===== src/rtl/cpu_types_pkg.sv =====
// Shared CPU memory-side types: RAM handshake state, data word, arbiter FSM
// state and the RAM request payload driven by the arbiter.
package cpu_types_pkg;

  localparam int unsigned WORD_W = 32;

  typedef logic [WORD_W-1:0] word_t;

  typedef enum logic [1:0] {
    FREE   = 2'd0,
    BUSY   = 2'd1,
    ACCESS = 2'd2,
    ERROR  = 2'd3
  } ramstate_t;

  typedef enum logic [1:0] {
    IDLE   = 2'd0,
    IGRANT = 2'd1,
    DGRANT = 2'd2
  } arb_state_t;

  typedef struct packed {
    logic  ren;
    logic  wen;
    word_t addr;
    word_t store;
  } ram_req_t;

endpackage


===== src/rtl/arb_watchdog.sv =====
// Access watchdog for the memory arbiter.
// Counts consecutive cycles spent in a grant state and raises a sticky flag
// once TIMEOUT such cycles have elapsed.
//   CLK     in   clock, rising edge
//   RST     in   synchronous active-high reset
//   active  in   high when the arbiter occupies a grant state next cycle
//   timeout out  sticky flag, cleared only by RST
module arb_watchdog #(
  parameter int unsigned TIMEOUT = 64
) (
  input  logic CLK,
  input  logic RST,
  input  logic active,
  output logic timeout
);

  localparam int unsigned CNT_W = $clog2(TIMEOUT + 1);

  logic [CNT_W-1:0] cnt;

  // cnt equals the number of grant cycles including the current one, so the
  // flag is visible in the cycle where the count reaches TIMEOUT.
  always_ff @(posedge CLK) begin
    if (RST) begin
      cnt     <= '0;
      timeout <= 1'b0;
    end else if (!active) begin
      cnt <= '0;
    end else begin
      if (cnt != CNT_W'(TIMEOUT)) cnt <= cnt + CNT_W'(1);
      if (cnt == CNT_W'(TIMEOUT - 1)) timeout <= 1'b1;
    end
  end

endmodule


===== src/rtl/mem_arbiter.sv =====
// Instruction/data memory arbiter between the cache pair and the single RAM
// port. Registered-grant FSM with data priority, instruction anti-starvation
// and an access watchdog.
//   CLK, RST                  clock, synchronous active-high reset
//   iREN, iaddr               icache read request and address
//   iwait, iload              icache wait (low on completion) and read data
//   dREN, dWEN, daddr, dstore dcache request, address and write data
//   dwait, dload              dcache wait (low on completion) and read data
//   ramREN, ramWEN, ramaddr,
//   ramstore, ramload,
//   ramstate                  RAM port
//   timeout                   sticky watchdog flag
//   starve_cnt                consecutive data grants with iREN pending
module mem_arbiter
  import cpu_types_pkg::*;
#(
  parameter int unsigned STARVE_MAX = 4,
  parameter int unsigned TIMEOUT    = 64
) (
  input  logic              CLK,
  input  logic              RST,
  input  logic              iREN,
  input  logic [WORD_W-1:0] iaddr,
  output logic              iwait,
  output logic [WORD_W-1:0] iload,
  input  logic              dREN,
  input  logic              dWEN,
  input  logic [WORD_W-1:0] daddr,
  input  logic [WORD_W-1:0] dstore,
  output logic              dwait,
  output logic [WORD_W-1:0] dload,
  output logic              ramREN,
  output logic              ramWEN,
  output logic [WORD_W-1:0] ramaddr,
  output logic [WORD_W-1:0] ramstore,
  input  logic [WORD_W-1:0] ramload,
  input  ramstate_t         ramstate,
  output logic              timeout,
  output logic [2:0]        starve_cnt
);

  localparam int unsigned STARVE_W = 3;

  arb_state_t          state;
  arb_state_t          state_next;
  logic [STARVE_W-1:0] starve_q;
  ram_req_t            req;
  logic                d_req;
  logic                starve_hit;
  logic                d_complete;
  logic                i_complete;

  assign d_req      = dREN | dWEN;
  assign starve_hit = iREN && (starve_q == STARVE_W'(STARVE_MAX));

  // State register
  always_ff @(posedge CLK) begin
    if (RST) state <= IDLE;
    else     state <= state_next;
  end

  // Next state: abort, completion and error all fall back to IDLE
  always_comb begin
    state_next = state;
    case (state)
      IDLE: begin
        if (d_req && !starve_hit) state_next = DGRANT;
        else if (iREN)            state_next = IGRANT;
      end
      DGRANT: begin
        if (!d_req || ramstate == ACCESS || ramstate == ERROR) state_next = IDLE;
      end
      IGRANT: begin
        if (!iREN || ramstate == ACCESS || ramstate == ERROR) state_next = IDLE;
      end
      default: state_next = IDLE;
    endcase
  end

  // Outputs: RAM drive and per-requester wait/load from the granted side only
  always_comb begin
    req        = '0;
    iwait      = 1'b1;
    dwait      = 1'b1;
    iload      = '0;
    dload      = '0;
    d_complete = 1'b0;
    i_complete = 1'b0;
    case (state)
      DGRANT: begin
        if (d_req) begin
          req.addr  = daddr;
          req.wen   = dWEN;
          req.ren   = dREN & ~dWEN;
          req.store = dstore;
          if (ramstate == ACCESS) begin
            dwait      = 1'b0;
            dload      = ramload;
            d_complete = 1'b1;
          end
        end
      end
      IGRANT: begin
        if (iREN) begin
          req.addr = iaddr;
          req.ren  = 1'b1;
          if (ramstate == ACCESS) begin
            iwait      = 1'b0;
            iload      = ramload;
            i_complete = 1'b1;
          end
        end
      end
      default: ;
    endcase
  end

  assign ramREN   = req.ren;
  assign ramWEN   = req.wen;
  assign ramaddr  = req.addr;
  assign ramstore = req.store;

  // Starvation counter: data completions with iREN pending, saturating
  always_ff @(posedge CLK) begin
    if (RST) begin
      starve_q <= '0;
    end else if (i_complete) begin
      starve_q <= '0;
    end else if (d_complete) begin
      if (!iREN)                                 starve_q <= '0;
      else if (starve_q != STARVE_W'(STARVE_MAX)) starve_q <= starve_q + STARVE_W'(1);
    end
  end

  assign starve_cnt = starve_q;

  arb_watchdog #(
    .TIMEOUT (TIMEOUT)
  ) u_watchdog (
    .CLK     (CLK),
    .RST     (RST),
    .active  (state_next != IDLE),
    .timeout (timeout)
  );

endmodule

===== config.mk =====
export PLATFORM = sky130hd
export DESIGN_NAME = mem_arbiter
export DESIGN_NICKNAME = d
export VERILOG_FILES = /design/src/rtl/cpu_types_pkg.sv /design/src/rtl/arb_watchdog.sv /design/src/rtl/mem_arbiter.sv
export SDC_FILE = /design/constraint.sdc
export NUM_CORES = 1
export LEC_CHECK = 0
export ABC_CLOCK_PERIOD_IN_PS = 2160
export CAP_MARGIN = 20
export CORE_AREA = 2 2 105 107
export DETAILED_ROUTE_END_ITERATION = 16
export DIE_AREA = 0 0 107 109
export SYNTH_ARGS = -nofsm -noshare
export SYNTH_HDL_FRONTEND = slang
export SYNTH_SLANG_ARGS = --single-unit

===== constraint.sdc =====
create_clock -name CLK -period 2.16 [get_ports CLK]
set_clock_uncertainty 0.05 [all_clocks]
set_input_delay 0.432 -clock CLK [delete_from_list [all_inputs] [get_ports CLK]]
set_output_delay 0.432 -clock CLK [all_outputs]
set_load 0.01 [all_outputs]

==> load_flow_metrics.sql <==
INSERT INTO impl_metrics (metric_group, metric, value, unit) VALUES
('run_status', 'status', 'finished, violations left', ''),
('run_status', 'failed_checks', 'negative setup slack', ''),
('worst_hold_path', 'hold_class', 'register to register', ''),
('placed_design', 'dp_hpwl', '9449', 'um'),
('clock_tree', 'clock_tree.root_cell', 'clkbuf_8', ''),
('floorplanning', 'placementRows', '38', ''),
('placed_design', 'port_buffers', '270', ''),
('synth', 'mappedNetlistArea', '1922', 'sq um'),
('timing', 'maxClockFrequency', '461.1', 'MHz'),
('synth', 'yosys_register_bits', '13', ''),
('clock_tree', 'ctsHtreeMaxLevel', '1', ''),
('clock_tree', 'cts_max_path_buffers', '2', ''),
('timing', 'final_max_slew_viol_count', '0', ''),
('placed_design', 'dp.cells', '679', ''),
('setup_path', 'setup.worst_path.start_class', 'register', ''),
('synth', 'post_synth.cell_area_avg', '6.913', 'sq um'),
('drt', 'avgRoutedWirePerCell', '17.72', 'um'),
('timing', 'timing.final.setup_violations', '1', ''),
('timing', 'hold-worst-slack', '0.4361', 'ns'),
('synth', 'synth_async_sr_flop_share', '0', ''),
('layout', 'drive_above_1_share', '0.3345', ''),
('drt', 'post-route-drc-count', '0', ''),
('synth', 'seq_area_frac_synth', '0.1354', ''),
('setup_path', 'crit_fanout', '18', ''),
('drt', 'avgViaCountPerCell', '4.522', ''),
('grt', 'first_pass_grt_wire_length', '18160', 'um'),
('layout', 'layout_common_cells', 'clkdlybuf4s50_1 (133), buf_2 (86), and3_1 (65), and2_1 (33), nor2b_1 (32)', ''),
('setup_path', 'worstPathArrival', '1.69', 'ns'),
('timing', 'worst_slew_margin_rel', '0.7774', ''),
('timing', 'worst_slew_pin_slew', '0.3254', 'ns'),
('timing', 'layout_min_cycle_time', '2.169', 'ns'),
('clock_tree', 'clock_sink_count', '13', ''),
('synth', 'postSynth.topFlopCell', 'dfxtp_1', ''),
('setup_path', 'crit_required', '1.68', 'ns'),
('floorplanning', 'initial_core_util', '0.1813', ''),
('synth', 'syn_inst', '278', ''),
('synth', 'count_of_flip_flops_with_a_built_in_enable_after_synthesis', '0', ''),
('layout', 'diodes', '0', ''),
('synth', 'total_nets_after_synthesis', '421', ''),
('grt', 'grt_pass1_vias', '3180', ''),
('job', 'max-cap-violations', '0', ''),
('clock_tree', 'clk_pin_slew_worst_paths', '0.06', 'ns'),
('clock_tree', 'numCtsBuffers', '3', ''),
('floorplanning', 'floorplan.core_area', '10600', 'sq um'),
('drt', 'drt.antenna.violating_nets', '0', ''),
('synth', 'synth-warning-count', '0', ''),
('clock_tree', 'cts_tree', 'done', ''),
('floorplanning', 'die_outline_area', '11660', 'sq um'),
('drt', 'dr.first_iter.drc_count', '119', ''),
('power', 'report.power.total', '1317', 'uW'),
('grt', 'global_route.overflow_total', '0', ''),
('clock_tree', 'clock_insertion_delay_worst_skew', '0.25', 'ns'),
('floorplanning', 'io_pins', '271', ''),
('placed_design', 'finalWeightedCongestion', '0.8416', ''),
('layout', 'instances_no_fill', '705', ''),
('layout', 'final_nets', '709', ''),
('layout', 'mostFrequentLayoutCell', 'clkdlybuf4s50_1', ''),
('power', 'total_leakage_power', '0.002423', 'uW'),
('timing', 'post-route-worst-setup-slack', '-0.008833', 'ns'),
('layout', 'layout_area_growth_over_synthesis', '158.5', '%'),
('drt', 'number_of_search_and_repair_iterations_in_the_first_detailed_routing_pass', '4', ''),
('floorplanning', 'die-width', '107', 'um'),
('timing', 'rsz0062_at_grt', 'yes', ''),
('grt', 'pin_count_of_the_biggest_net_entering_global_routing', '28', ''),
('drt', 'routed_wl', '12490', 'um'),
('power', 'vdd_drop_max', '0.2306', 'mV'),
('synth', 'post_synth_num_cell_types', '33', ''),
('setup_path', 'critical_path.endpoint_type', 'output port', ''),
('timing', 'final-hold-violation-count', '0', ''),
('grt', 'track_usage', '0.2000', ''),
('setup_path', 'path_class', 'register to output port', ''),
('power', 'pwr_density_cell', '265.0', 'nW/um^2'),
('floorplanning', 'floorplan.die.height', '109', 'um'),
('timing', 'finalCritPeriodShare', '1.004', ''),
('grt', 'antenna_found_initial', '0', ''),
('layout', 'nFillCells', '1073', ''),
('drt', 'routed-via-count', '3188', '');
cell type report:
| type | instances | area, sq um | share of cell area |
|---|---|---|---|
| Timing Repair Buffer | 310 | 2821 | 0.5679 |
| Inverter | 9 | 33.78 | 0.006799 |
| Tap cell | 140 | 175.2 | 0.03526 |
| Clock inverter | 1 | 5.005 | 0.001007 |
| Multi-Input combinational cell | 229 | 1627 | 0.3274 |
| Sequential cell | 13 | 265.3 | 0.05339 |
| Clock buffer | 3 | 41.29 | 0.008310 |
per-layer routing:
metal | vias up | part of all wire | GRT usage
met3 | 13 | 0.064 | 0.04722
met1 | 1505 | 0.41 | 0.2475
met2 | 122 | 0.51 | 0.3576
met5 | - | 0 | 0
met4 | 0 | 0.013 | 0.03432
li1 | 1548 | - | -
through the flow:
stage                     utilization  setup WS [ns]  area (sq um)  setup TNS [ns]
after global routing           0.4686       -0.07303          4969         -0.2423
final                          0.4686      -0.008833          4969       -0.008833
after global placement         0.4639        -0.5474          4918          -55.14
after CTS                      0.4724       -0.04809          5009         -0.5477
after floorplan                     -         0.3200          1922               0
after detailed placement       0.4639        -0.5407          4918          -54.90
critical path: stages, from the launching register on:
cell and delay (ns):
dfxtp_2 0.35, inv_2 0.05, ha_4 0.15, o21a_4 0.14
buf_12 0.13, buf_16 0.14, a22oi_1 0.16, nor2b_1 0.07
clkdlybuf4s15_2 0.22
Yosys cell counts (all sizes together), types with 3 or more instances:
master,n,share of area
a22oi,33,0.13
nand2,7,0.014
and3,67,0.22
nand3,4,0.010
a21oi,4,0.010
dfxtp,13,0.14
nor2b,33,0.11
nand3b,3,0.012
and2,36,0.12
ha,8,0.052
xor2,4,0.018
nor2,10,0.021
o21ai,4,0.016
nor3,4,0.010
inv,9,0.018
buf,5,0.013
clkbuf,22,0.043
where the power goes:
| group | leakage [uW] | total (uW) | internal (uW) | switching, uW |
|---|---|---|---|---|
| clock network | 0.0000255 | 228 | 128 | 100 |
| logic | 0.00229 | 831 | 508 | 323 |
| registers | 0.000106 | 258 | 248 | 9.38 |
| total | 0.00242 | 1320 | 884 | 433 |
final timing paths:
kind | depth (start not counted) | start | slack [ns] | end
worst min-delay path | 2 | u_watchdog.timeout | 0.44 | u_watchdog.timeout
worst max register to register | 9 | state[0] | 0.22 | u_watchdog.timeout
worst min register to register | 2 | u_watchdog.timeout | 0.44 | u_watchdog.timeout
worst max-delay path | 8 | state[0] | -0.009 | ramaddr[18]
repair_timing:
action / CTS / global route
gates resized for setup: 474 / 33
setup endpoints to repair: 132 / 85
pin swaps: 4 / 1
hold buffers: 0 / 0
hold endpoints to repair: 0 / 0
cloned: 7 / 1
setup buffers: 14 / 4
logic make-up (layout without fill, tap and decap cells):
| group | after synthesis | after routing | synth area share |
|---|---|---|---|
| xor gates and xnor gates | 5 | 5 | 0.02279 |
| and+or+nand+nor | 167 | 167 | 0.5221 |
| muxes | 1 | 1 | 0.005209 |
| AOI/OAI and AO/OA | 48 | 48 | 0.1888 |
| buffers and inverters | 36 | 323 | 0.07356 |
| DFF | 13 | 13 | 0.1354 |
| adders and majority gates | 8 | 8 | 0.05209 |
flip-flops by register name (all words and copies together) (netlist names):
signal	flops
starve_cnt	3
state	2
u_watchdog.cnt	7
u_watchdog.timeout	1
(Power assumes the default switching activity.)
